## src/rtl/buck_phase_sequencer.sv

```systemverilog
// Soft-start and phase add/shed controller for the multiphase buck PWM chain.
// Duty and phase changes land only on PWM period boundaries; fault and disable override at once.
module buck_phase_sequencer #(
  parameter int unsigned DW        = 10,
  parameter int unsigned NPHASES   = 4,
  parameter int unsigned RAMP_STEP = 4
) (
  input  logic               i_clk,
  input  logic               i_rst_n,
  input  logic               i_period_tick,
  input  logic               i_en_pwm,
  input  logic               i_mode_manual,
  input  logic [DW-1:0]      i_duty_manual,
  input  logic [DW-1:0]      i_duty_loop,
  input  logic [DW-1:0]      i_duty_max,
  input  logic [2:0]         i_phase_req,
  input  logic               i_fault,
  output logic [DW-1:0]      o_duty_out,
  output logic [NPHASES-1:0] o_phase_en,
  output logic [1:0]         o_state,
  output logic               o_ready,
  output logic               o_fault_latched
);

  typedef enum logic [1:0] {
    StIdle  = 2'd0,
    StRamp  = 2'd1,
    StRun   = 2'd2,
    StFault = 2'd3
  } state_e;

  localparam logic [DW-1:0] LP_STEP = DW'(RAMP_STEP);
  localparam logic [2:0]    LP_NMAX = 3'(NPHASES);

  state_e             r_state;
  state_e             w_state_d;
  logic [DW-1:0]      r_duty;
  logic [DW-1:0]      w_duty_d;
  logic [NPHASES-1:0] r_phase;
  logic [NPHASES-1:0] w_phase_d;
  logic               r_ready;
  logic               r_fault_latched;

  logic [DW-1:0]      w_sel;
  logic [DW-1:0]      w_target;
  logic [DW:0]        w_sum;
  logic [2:0]         w_nreq;
  logic [NPHASES:0]   w_req_mask;

  assign w_sel    = i_mode_manual ? i_duty_manual : i_duty_loop;
  assign w_target = (w_sel > i_duty_max) ? i_duty_max : w_sel;
  // One extra bit so the ramp sum can never wrap past the target.
  assign w_sum    = {1'b0, r_duty} + {1'b0, LP_STEP};

  always_comb begin
    w_nreq = i_phase_req;
    if (i_phase_req == 3'd0) begin
      w_nreq = 3'd1;
    end else if (i_phase_req > LP_NMAX) begin
      w_nreq = LP_NMAX;
    end
  end

  // Thermometer codes order numerically, so a plain compare gives the step direction.
  assign w_req_mask = ({{NPHASES{1'b0}}, 1'b1} << w_nreq) - {{NPHASES{1'b0}}, 1'b1};

  always_comb begin
    w_state_d = r_state;
    w_duty_d  = r_duty;
    w_phase_d = r_phase;
    case (r_state)
      StIdle: begin
        w_duty_d  = '0;
        w_phase_d = '0;
        if (i_period_tick && i_en_pwm && !i_fault) begin
          w_state_d = StRamp;
          w_phase_d = NPHASES'(1);
          w_duty_d  = (w_target < LP_STEP) ? w_target : LP_STEP;
        end
      end
      StRamp, StRun: begin
        if (i_fault) begin
          w_state_d = StFault;
          w_duty_d  = '0;
          w_phase_d = '0;
        end else if (!i_en_pwm) begin
          w_state_d = StIdle;
          w_duty_d  = '0;
          w_phase_d = '0;
        end else if (i_period_tick) begin
          if (r_state == StRamp) begin
            if (w_sum >= {1'b0, w_target}) begin
              w_duty_d  = w_target;
              w_state_d = StRun;
            end else begin
              w_duty_d = w_sum[DW-1:0];
            end
          end else begin
            w_duty_d = w_target;
            if ({1'b0, r_phase} < w_req_mask) begin
              w_phase_d = {r_phase[NPHASES-2:0], 1'b1};
            end else if ({1'b0, r_phase} > w_req_mask) begin
              w_phase_d = {1'b0, r_phase[NPHASES-1:1]};
            end
          end
        end
      end
      StFault: begin
        w_duty_d  = '0;
        w_phase_d = '0;
        if (!i_en_pwm && !i_fault) begin
          w_state_d = StIdle;
        end
      end
      default: begin
        w_state_d = StIdle;
        w_duty_d  = '0;
        w_phase_d = '0;
      end
    endcase
  end

  always_ff @(posedge i_clk or negedge i_rst_n) begin
    if (!i_rst_n) begin
      r_state         <= StIdle;
      r_duty          <= '0;
      r_phase         <= '0;
      r_ready         <= 1'b0;
      r_fault_latched <= 1'b0;
    end else begin
      r_state         <= w_state_d;
      r_duty          <= w_duty_d;
      r_phase         <= w_phase_d;
      r_ready         <= (w_state_d == StRun);
      r_fault_latched <= (w_state_d == StFault);
    end
  end

  assign o_duty_out      = r_duty;
  assign o_phase_en      = r_phase;
  assign o_state         = r_state;
  assign o_ready         = r_ready;
  assign o_fault_latched = r_fault_latched;

endmodule

```

## config.mk

```make
export PLATFORM = sky130hd
export DESIGN_NAME = buck_phase_sequencer
export DESIGN_NICKNAME = d
export VERILOG_FILES = /design/src/rtl/buck_phase_sequencer.sv
export SDC_FILE = /design/constraint.sdc
export NUM_CORES = 1
export LEC_CHECK = 0
export ABC_AREA = 0
export BUFFER_PORTS_ARGS = -buffer_cell sky130_fd_sc_hd__buf_2
export CAP_MARGIN = 20
export CORE_ASPECT_RATIO = 0.7
export CORE_MARGIN = 3
export CORE_UTILIZATION = 50
export DETAILED_ROUTE_END_ITERATION = 10
export GPL_TIMING_DRIVEN = 1
export PLACE_DENSITY = 0.77
export SKIP_LAST_GASP = 1
export SYNTH_ARGS = -nofsm -noshare
export SYNTH_HDL_FRONTEND = slang
export SYNTH_SLANG_ARGS = --single-unit
```

## constraint.sdc

```tcl
create_clock -name i_clk -period 3.5 [get_ports i_clk]
set_input_delay 0.7 -clock i_clk [delete_from_list [all_inputs] [get_ports i_clk]]
set_output_delay 0.7 -clock i_clk [all_outputs]
set_load 0.02 [all_outputs]
```

After elaboration in Yosys (flattened, before gate mapping)
Cells that the tools add are included.
{"block": "totals", "register_bits": 18, "input_bits": 39, "out_inout_bits": 18, "wordCells": 59}
{"block": "classes", "add_sub_neg": 2, "n_lt_le_gt_ge": 6, "eq_ne": 8, "shift": 1, "muxes": 28, "n_reduce_logical": 9}
{"operator": "2-to-1 mux 10 bit", "count": 9}
{"operator": "one-hot mux 10 bit (3 select lines)", "count": 1}
{"operator": "2-to-1 mux 4 bit", "count": 6}
{"operator": "2-to-1 mux 2 bit", "count": 7}
{"operator": "one-hot mux 4 bit (3 select lines)", "count": 1}
{"operator": "adder 10 x 3 -> 11 bit (second input constant)", "count": 1}
{"operator": "greater-or-equal comparator 11 x 10 -> 1 bit", "count": 1}
{"operator": "greater-than comparator 10 bit", "count": 1}
{"operator": "less-than comparator 10 x 3 -> 1 bit (second input constant)", "count": 1}
{"operator": "equality test 2 bit (second input constant)", "count": 4}
{"operator": "inequality test 4 bit (second input constant)", "count": 2}
{"operator": "2-to-1 mux 3 bit", "count": 2}
{"operator": "one-hot mux 2 bit (3 select lines)", "count": 1}
{"operator": "greater-than comparator 4 x 5 -> 1 bit", "count": 1}
{"operator": "less-than comparator 4 x 5 -> 1 bit", "count": 1}
{"operator": "inequality test 5 bit (second input constant)", "count": 1}
{"operator": "left shift 1 x 3 -> 5 bit (first input constant)", "count": 1}
{"operator": "subtractor 5 x 1 -> 5 bit (second input constant)", "count": 1}
{"operator": "greater-than comparator 3 bit (second input constant)", "count": 1}
{"operator": "logical AND 1 bit", "count": 3}
{"operator": "logical NOT 3 bit", "count": 1}
{"operator": "AND reduction 3 bit", "count": 1}
{"operator": "equality test 2 x 1 -> 1 bit (second input constant)", "count": 1}
{"operator": "logical NOT 1 bit", "count": 2}
{"operator": "3 further kinds", "count": 3}

Longest topological paths before layout
Gate-level depths: netlist of run 1.
{"block": "depth", "ltp_word": 13, "ltp_mapped": 23, "mapped_depth_nobuf": 19}

Worst setup path before layout of run 1
OpenSTA, ideal clock, no wires.
{"block": "synth_timing", "path_kind": "input -> register", "start": "input i_mode_manual", "end": "register r_duty[7] (netlist: o_duty_out[7])", "setup_time_ns": 0.078, "arrival_time_ns": 4.822, "required_time_ns": 3.422, "slack_ns": -1.399, "cell_stages": 21, "n_path_buf": 4, "path_cell_list": "buf_2 -> mux2_2 -> ha_1 -> and4_1 -> o211a_1 -> nor4_2 -> nor2_1 -> clkbuf_1 -> o21ai_0 -> ha_1 -> nor2b_1 -> o21a_1 -> o21a_1 -> a311oi_1 -> nor4b_2 -> o221a_1 -> and3_1 -> buf_6 -> buf_8 -> mux2i_1 -> o2bb2ai_1"}
{"block": "synth_between", "elab_chain_cells": 10, "word_cells_on_any_way": 13, "cone_classes": "order compare: 3; mux: 10"}
{"item": "start, declared", "line": "12", "text": "input logic i_mode_manual,"}
{"item": "2-to-1 mux 10 bit *", "line": "50", "text": "assign w_sel = i_mode_manual ? i_duty_manual : i_duty_loop;"}
{"item": "greater-than comparator 10 bit", "line": "51", "text": "assign w_target = (w_sel > i_duty_max) ? i_duty_max : w_sel;"}
{"item": "2-to-1 mux 10 bit *", "line": "51"}
{"item": "greater-or-equal comparator 11 x 10 -> 1 bit", "line": "92", "text": "if (w_sum >= {1'b0, w_target}) begin"}
{"item": "2-to-1 mux 10 bit", "line": "92"}
{"item": "2-to-1 mux 10 bit", "line": "91", "text": "if (r_state == StRamp) begin"}
{"item": "2-to-1 mux 10 bit", "line": "90", "text": "end else if (i_period_tick) begin"}
{"item": "2-to-1 mux 10 bit", "line": "86", "text": "end else if (!i_en_pwm) begin"}
{"item": "2-to-1 mux 10 bit", "line": "82", "text": "if (i_fault) begin"}
{"item": "one-hot mux 10 bit (3 select lines) *", "line": "71", "text": "case (r_state)"}
{"item": "end signal, assigned", "line": "132", "text": "r_duty <= w_duty_d;"}
{"item": "end, declared", "line": "37", "text": "logic [DW-1:0] r_duty;"}
Every way passes the cells marked *; elsewhere a longest branch is shown, timed or not. The select of a mux whose other input is x is not followed.
A chain may end at the register's enable or synchronous reset.

Worst setup path in the final report of run 1
{"block": "layout_timing", "start": "input i_mode_manual", "end": "register r_duty[4] (netlist: o_duty_out[4])"}
The elaborated chain is that of the path after synthesis.

==> metrics.md, run 1 <==
| Metric | Value |
|---|---|
| First-pass GRT wire length | 11900 um |
| Clk sink count | 18 |
| WL final | between 8000 and 9000 um |
| Synth Area in Compound Gates | between 20 and 25% |
| Crit-path cells | buf_16, mux2_4, ha_4, a211oi_1, nor2_1, nor4_4, buf_4, nor2_4, nand2_1, o21ai_0, ha_1, o21a_1, o21a_1, a311oi_2, nor4b_4, o221a_1, and3_4, buf_6, mux2i_2, o22ai_1 |
| Die height | 60.4 um |
| IO Port Bufs | between 50 and 60 |
| Clock power frac | 12.7% |
| Placed cells | between 400 and 500 |
| Routed via count | approximately 2700 |
| H-tree lvl count | 1 |
| Crit end category | flop |
| Outcome | finished, violations left |
| FF+latch count, synth | 18 |
| Post-synthesis sequential area ratio | roughly a fifth |
| Worst slack, placed | -1.37 ns |
| GP Congestion | 0.901 |
| Chip Width | ~84 um |
| DR vias/cell | 6.55 |
| WP data arrival | around 4.6 ns |
| CP most frequent cell | o21a_1 |
| Met3 WL post-DR | just over 1000 um |
| Post-Route Skew | about 0.0063 ns |
| Post-synth top cells | nand2_1 (28), ha_1 (27), inv_1 (20) |
| Hold Path Class | input pin to async pin |
| Mapped Cells | approximately 260 |
| 1st-pass router iterations | 5 |
| Minimum clock period | around 4.5 ns |
| Root Driver | clkbuf_8 |
| Nets@finish | roughly 440 |
| Final worst slack | -0.950 ns |
| Final core occ | between 80 and 90% |
| GRT Resource Usage Total | approximately 29% |
| Critical-path maximum fanout | 6 |
| Final Cycle Share | 127% |
| Routed Antenna Nets | 0 |
| Clk_lat worst skew | around 0.26 ns |
| Peak supply drop | roughly 0.00052 V |
| Crit path largest cell delay | 0.34 ns |
| Synth top area cells | dfrtp_1 (21%), ha_1 (16%), mux2_2 (5.3%), nand2_1 (5.0%), inv_1 (3.6%) |
| Post-DR wirelength/cell | 20.6 um |
| Gate power share | between 60% and 70% |
| Core ar. | 0.00399 mm^2 |
| I/O Pins | 57 |
| Count leader, synth | nand2_1 |
| Die area | 0.00505 mm^2 |
| Yosys cell types | 57 |
| Layout cells sized above 1 | approximately half |
| CTS tree | done |
| Power Dens Cells | just over 400 mW/mm^2 |
| DR DRC count | 0 |
| Crit path required time | between 3 and 4 ns |
| Number of CTS-inserted buffers | 3 |
| Slew Limit Fails | 0 |
| Initial antenna violation count | 0 |
| Mux share of post-synthesis cell area | under 10% |
| Xor/xnor share of the synthesized area | approximately 2.9% |
| Max Clk Rate | between 0.2 and 0.25 GHz |
| Leak pwr | 1.61 nW |
| Starting Density | 52.9% |
| Syn Std Cell Area | ~0.0021 mm^2 |
| YS warnings | 0 |
| RSZ-0062 raised after global routing | yes |
| Yosys top cell area share | roughly a fifth |
| Post-synth EDFFs | 0 |
| Number of global-route vias before repair | 2486 |
| WL met2 | around 3800 um |
| CP startpoint kind | input pin |
| TNS Setup | -11.68 ns |
| Critical-path top delay cell | ha_1 |
| Syn avg cell area | 8.09 um^2 |
| Relative slew slack | a little under 60% |
| Net Sw Frac | 45.3% |
| Simple-Gate Fraction of Synth Area | about a quarter |
| Final Setup Violations | 14 |
| Post-Synth Adder-Cell Area | about 16% |
| Final cell count without fillers | 420 |
| Max-cap violations | 0 |
| Largest area contributor in the netlist | dfrtp_1 |
| Wl on met1 | around 3500 um |
| Final Hold Fails | 0 |
| Net Switching | between 600 and 700 uW |
| Power, Total | approximately 1.4 mW |
| Predominant post-synthesis flop cell | dfrtp_1 |
| Top Metal Used | met4 |
| Ys async rst share | 100% |
| Gr ovfl total | 0 |
| Largest family of logic cells by synthesized area | simple AND/OR/NAND/NOR gates |
| Sequential share of power | 20.6% |
| Core Rows | 19 |
| Hold-fix buffers, CTS | 0 |
| Area delta synth->final | 55.5% |
| WS Path Type | input pin to flop |
| Clock-pin slew on the worst setup and hold paths | ~0.070 ns |
| N_diodes | 0 |
| Post-DP HPWL | just over 5000 um |
| FILL cells | ~240 |
| Failing checks | setup timing |
| Clock tree buffer depth | 2 |
| Internal | 741 uW |
| Largest net degree at the start of global routing | 19 |
| DR iter-0 viols | 411 |
| Worst slew pin tran | roughly 0.6 ns |
## layer usage
| metal | vias to the layer above | GRT usage, % |
|---|---|---|
| li1 | 1191 | - |
| met1 | 1273 | 40.5 |
| met2 | 231 | 47.7 |
| met3 | 54 | 6.24 |
| met4 | 0 | 8.03 |
| met5 | - | 0 |
## power by group through the flow
stage	registers (mW)	logic (mW)	clock network, mW
global route	0.283	0.966	0.179
finish	0.279	0.905	0.172
detailed placement	0.279	0.698	0
global placement	0.278	0.678	0
floorplan	0.316	0.440	0
CTS	0.275	0.786	0.171
## layout make-up
| cell class | instances | area (um^2) | share of cell area (%) |
|---|---|---|---|
| flip-flops and latches | 18 | 450 | 13.7 |
| well taps | 52 | 65.1 | 1.98 |
| inverters | 20 | 75.1 | 2.29 |
| multi-input cells | 217 | 1910 | 58.2 |
| repair buffers | 109 | 726 | 22.1 |
| clock buffers | 4 | 55.1 | 1.68 |
## cells by family (layout without fill, tap and decap cells)
family                   count (synthesis)  after routing
flip-flops                              18             18
AO/OA/AOI/OAI                           62             62
buffers and inverters                   28            133
other                                    1              2
XOR/XNOR                                 7              7
adder cells (fa/ha/maj)                 27             27
multiplexers                            15             15
AND/OR/NAND/NOR                        103            104
## state kept, by name, summed over array words and instances, names as in the netlist
signal,flops
o_duty_out,10
o_phase_en,4
o_state,2
o_fault_latched,1
o_ready,1
## what timing repair did
action	in CTS	in global routing
pin swaps	17	19
resized for setup	33	27
buffers inserted	7	2
endpoints found under the setup margin	14	14
cloned	3	0
## worst max-delay path, delay by kind of cell
family | cells | cell delay (ns)
fa+ha+maj | 2 | 0.56
mux | 2 | 0.53
buf+inv | 3 | 0.45
compound gates | 7 | 1.29
simple gates | 6 | 1.05
## through the flow
stage / area [um^2] / hold WS [ns]
floorplan: 2280 / 0.404
global placement: 2890 / 0.541
detailed placement: 2890 / 0.540
CTS: 3140 / 0.377
global route: 3280 / 0.392
finish: 3280 / 0.367
## final timing paths
check,start,endpoint,slack (ns),cells past startpoint
min in group i_clk,o_phase_en[3],o_phase_en[3],0.57,2
max in group asynchronous,i_rst_n,o_ready,2.83,1
setup reg to reg,o_duty_out[4],o_duty_out[3],0.14,14
hold / removal,i_rst_n,o_duty_out[6],0.37,1
hold reg to reg,o_phase_en[3],o_phase_en[3],0.57,2
setup / recovery,i_mode_manual,o_duty_out[4],-0.95,20
## placed cells by master (no fill, tap or decap), drive strengths merged, types with 2 or more instances in the layout
master	synthesis	final
nand2	28	28
o21ai	20	20
a211oi	4	4
xor2	3	3
and3	5	5
conb	1	2
clkbuf	4	4
dfrtp	18	18
o21a	3	3
and2	2	2
a211o	2	2
xnor2	4	4
nand4	4	4
inv	20	20
nor2b	8	8
or4	3	3
nand2b	2	2
nor3	8	8
ha	27	27
o211ai	3	3
buf	4	109
a221oi	2	2
nand3	15	15
nor4	4	4
a21oi	11	11
mux2	10	10
o31ai	3	3
and4	3	3
o22ai	2	2
mux2i	5	5
or3	3	3
nor2	14	15
Note: power is estimated with default switching activity, not from simulation.
==> inputs of run 2 (changes only) <==
CELL_PAD_IN_SITES_DETAIL_PLACEMENT = 0   (was unset)
CELL_PAD_IN_SITES_GLOBAL_PLACEMENT = 1   (was unset)
CORE_UTILIZATION = 31   (was 50)
PLACE_DENSITY = 0.73   (was 0.77)
==> run 2 against run 1 <==
The run still ends with setup timing left. Non-clock buffer count rose by 1. Utilization fell by 31 points. Critical path depth rose by 1. Combinational power rose by 2%. Wire length fell by 20%. Global-route usage fell by 12 points. First-iteration DRC count fell by 67%. Clock skew fell by 0.0039 ns. Total power rose by 1.1%. Largest cell class unchanged.
==> metrics.md, run 2 (synthesis results as in run 1) <==
| Metric | Value |
|---|---|
| Outcome | finished, violations left |
| Failing checks | setup timing |
| Crit path capture | o_duty_out[4] |
| Peak supply drop | 0.000315 V (-39%) |
| Initial antenna violation count | 0 (unchanged) |
| Max reg flops | 10 (unchanged) |
| Commonest cells after routing, fill and taps aside | buf_2 (55), buf_4 (47), nand2_1 (26) |
| Starting Density | 33.0% (-20 points) |
| Gate power share | 67.0% (+0.3 points) |
| GRT Resource Usage Total | 17.4% (-12 points) |
| RSZ-0062 raised after global routing | yes |
| Max Clk Rate | 0.222 GHz (-1.0%) |
| Routed via count | 2348 (-15%) |
| Routed Antenna Nets | 0 (unchanged) |
| Leak pwr | 1.60 nW (-0.59%) |
| Final Hold Fails | 0 (unchanged) |
| Root Driver | clkbuf_8 |
| Slew Limit Fails | 0 (unchanged) |
| Worst slew pin tran | 0.589 ns (-0.0265 ns) |
| Internal | 792 uW (+7.0%) |
| CTS tree | done |
| Post-DR wirelength/cell | 15.1 um (-27%) |
| Clock-pin slew on the worst setup and hold paths | 0.07 ns (about the same) |
| Chip Width | 105 um (+25%) |
| Final cell count without fillers | 460 (+9.5%) |
| WS Path Type | input pin to flop |
| Core Rows | 24 (+5) |
| IO Port Bufs | 56 (unchanged) |
| Final worst slack | -0.996 ns (-0.0460 ns) |
| FF-to-FF setup slack | 0.27 ns (+0.13 ns) |
| Worst Setup SP | i_mode_manual |
| Final Setup Violations | 14 (unchanged) |
| Relative slew slack | 60.7% (+1.8 points) |
| I/O Pins | 57 (unchanged) |
| Placed cells | 441 (+8.6%) |
| Number of global-route vias before repair | 2209 (-11%) |
| RR Startpoint | o_duty_out[2] |
| 1st-pass router iterations | 5 (unchanged) |
| Crit end category | flop |
| First-pass GRT wire length | 11000 um (-7.6%) |
| Gr ovfl total | 0 (unchanged) |
| Power Dens Cells | 418 mW/mm^2 (+1.4%) |
| DR DRC count | 0 (unchanged) |
| Clk sink count | 18 (unchanged) |
| Net Sw Frac | 42.2% (-3.2 points) |
| Die area | 0.00786 mm^2 (+55%) |
| DR vias/cell | 5.10 (-22%) |
| WP data arrival | 4.62 ns (+0.04 ns) |
| DR iter-0 viols | 134 (-67%) |
| N_diodes | 0 (unchanged) |
| FILL cells | 614 (+150%) |
| Hold slack | 0.364 ns (-0.00329 ns) |
| RR Endpoint | o_duty_out[5] |
| H-tree lvl count | 1 (unchanged) |
| Post-DP HPWL | 5370 um (+3.5%) |
| WL final | 6950 um (-20%) |
| Critical-path maximum fanout | 6 (unchanged) |
| Nets@finish | 436 (+0.23%) |
| CP startpoint kind | input pin |
| Die height | 75.1 um (+24%) |
| Post-Route Skew | 0.00237 ns (-0.00391 ns) |
| Largest net degree at the start of global routing | 19 (unchanged) |
| Commonest non-fill, non-tap cell in the layout | buf_2 |
| Clock tree buffer depth | 2 (unchanged) |
| Crit path required time | 3.63 ns (about the same) |
| Number of CTS-inserted buffers | 3 (unchanged) |
| Hold-fix buffers, CTS | 0 (unchanged) |
| Net Switching | 578 uW (-5.9%) |
| Hold Path Class | input pin to async pin |
| Core ar. | 0.00640 mm^2 (+60%) |
| Final Cycle Share | 128% (+1.3 points) |
| Clock power frac | 12.7% (about the same) |
| Sequential share of power | 20.2% (-0.4 points) |
| Max-cap violations | 0 (unchanged) |
| R2r worst-path depth | 14 (unchanged) |
| Power, Total | 1.37 mW (+1.1%) |
| Clk_lat worst skew | 0.26 ns (about the same) |
| Area delta synth->final | 55.2% |
| GP Congestion | 0.842 (-6.5%) |
| Minimum clock period | 4.50 ns (+0.0460 ns) |
| Layout cells sized above 1 | 42.8% (-5.8 points) |
-- run 2: cell count changes in the layout (fill, tap and decap cells not counted), sizes merged --
cell / before / now
buf: 109 / 108
clkbuf: 4 / 6
-- run 2: metal layers --
metal,vias to the layer above,GRT usage [%],wire (um)
met1,1082,26.5,3630
li1,1179,-,-
met4,0,1.75,19
met2,83,26.0,2810
met3,4,3.60,491
met5,-,0,0
-- run 2: timing repair --
action	in CTS	in global routing
setup endpoints to repair	14	14
setup buffers	7	5
pin swaps	4	16
gates resized for setup	10	19
cloned	2	2
-- run 2: worst max-delay path, stage by stage --
cell and delay (ns):
clkbuf_16 0.14, mux2_4 0.32, ha_4 0.27, and4_4 0.24, o211a_4 0.17, nor4_4 0.04, buf_4 0.16, nor2_4 0.22
nand2_2 0.07, o21ai_2 0.07, ha_1 0.26, nor2b_4 0.13, o21a_1 0.18, o21a_1 0.20, a311oi_1 0.24, nor4b_2 0.27
o221a_1 0.28, and3_4 0.24, buf_12 0.12, mux2i_1 0.19, o22ai_1 0.09
-- run 2: power groups by stage --
stage	Sequential (mW)	Clock, mW	Combinational [mW]
2_1_floorplan	0.316	0	0.440
3_3_place_gp	0.282	0	0.696
3_5_place_dp	0.281	0	0.707
4_1_cts	0.277	0.181	0.810
5_1_grt	0.284	0.188	1.01
6_report	0.277	0.175	0.919
-- run 2: area by class of cell --
| class | instances | area, um^2 | share of cell area, % |
|---|---|---|---|
| Multi-Input combinational cell | 217 | 1790 | 54.5 |
| Timing Repair Buffer | 110 | 797 | 24.3 |
| Clock buffer | 4 | 55.1 | 1.68 |
| Tap cell | 91 | 114 | 3.47 |
| Inverter | 20 | 75.1 | 2.29 |
| Sequential cell | 18 | 450 | 13.7 |
-- run 2: worst min-delay path by stage --
stage | startpoint | end | slack [ns] | cells past startpoint
3_3_place_gp | o_duty_out[3] | o_duty_out[3] | 0.52 | 1
3_5_place_dp | o_duty_out[3] | o_duty_out[3] | 0.53 | 1
4_1_cts | i_rst_n | o_duty_out[9] | 0.38 | 1
6_report | i_rst_n | o_duty_out[9] | 0.36 | 1
2_1_floorplan | i_rst_n | o_duty_out[0] | 0.40 | 0
5_1_grt | i_rst_n | o_duty_out[9] | 0.40 | 1
-- run 2: metrics by stage --
stage | worst slack [ns] | area (um^2) | setup TNS, ns | utilization [%]
6_report | -0.996 | 3280 | -12.69 | 51.2
5_1_grt | -1.10 | 3280 | -14.25 | 51.2
4_1_cts | -0.880 | 3100 | -11.46 | 48.5
3_5_place_dp | -1.39 | 2920 | -17.87 | 45.6
3_3_place_gp | -1.26 | 2920 | -16.00 | 45.6
2_1_floorplan | -0.981 | 2280 | -11.26 | -
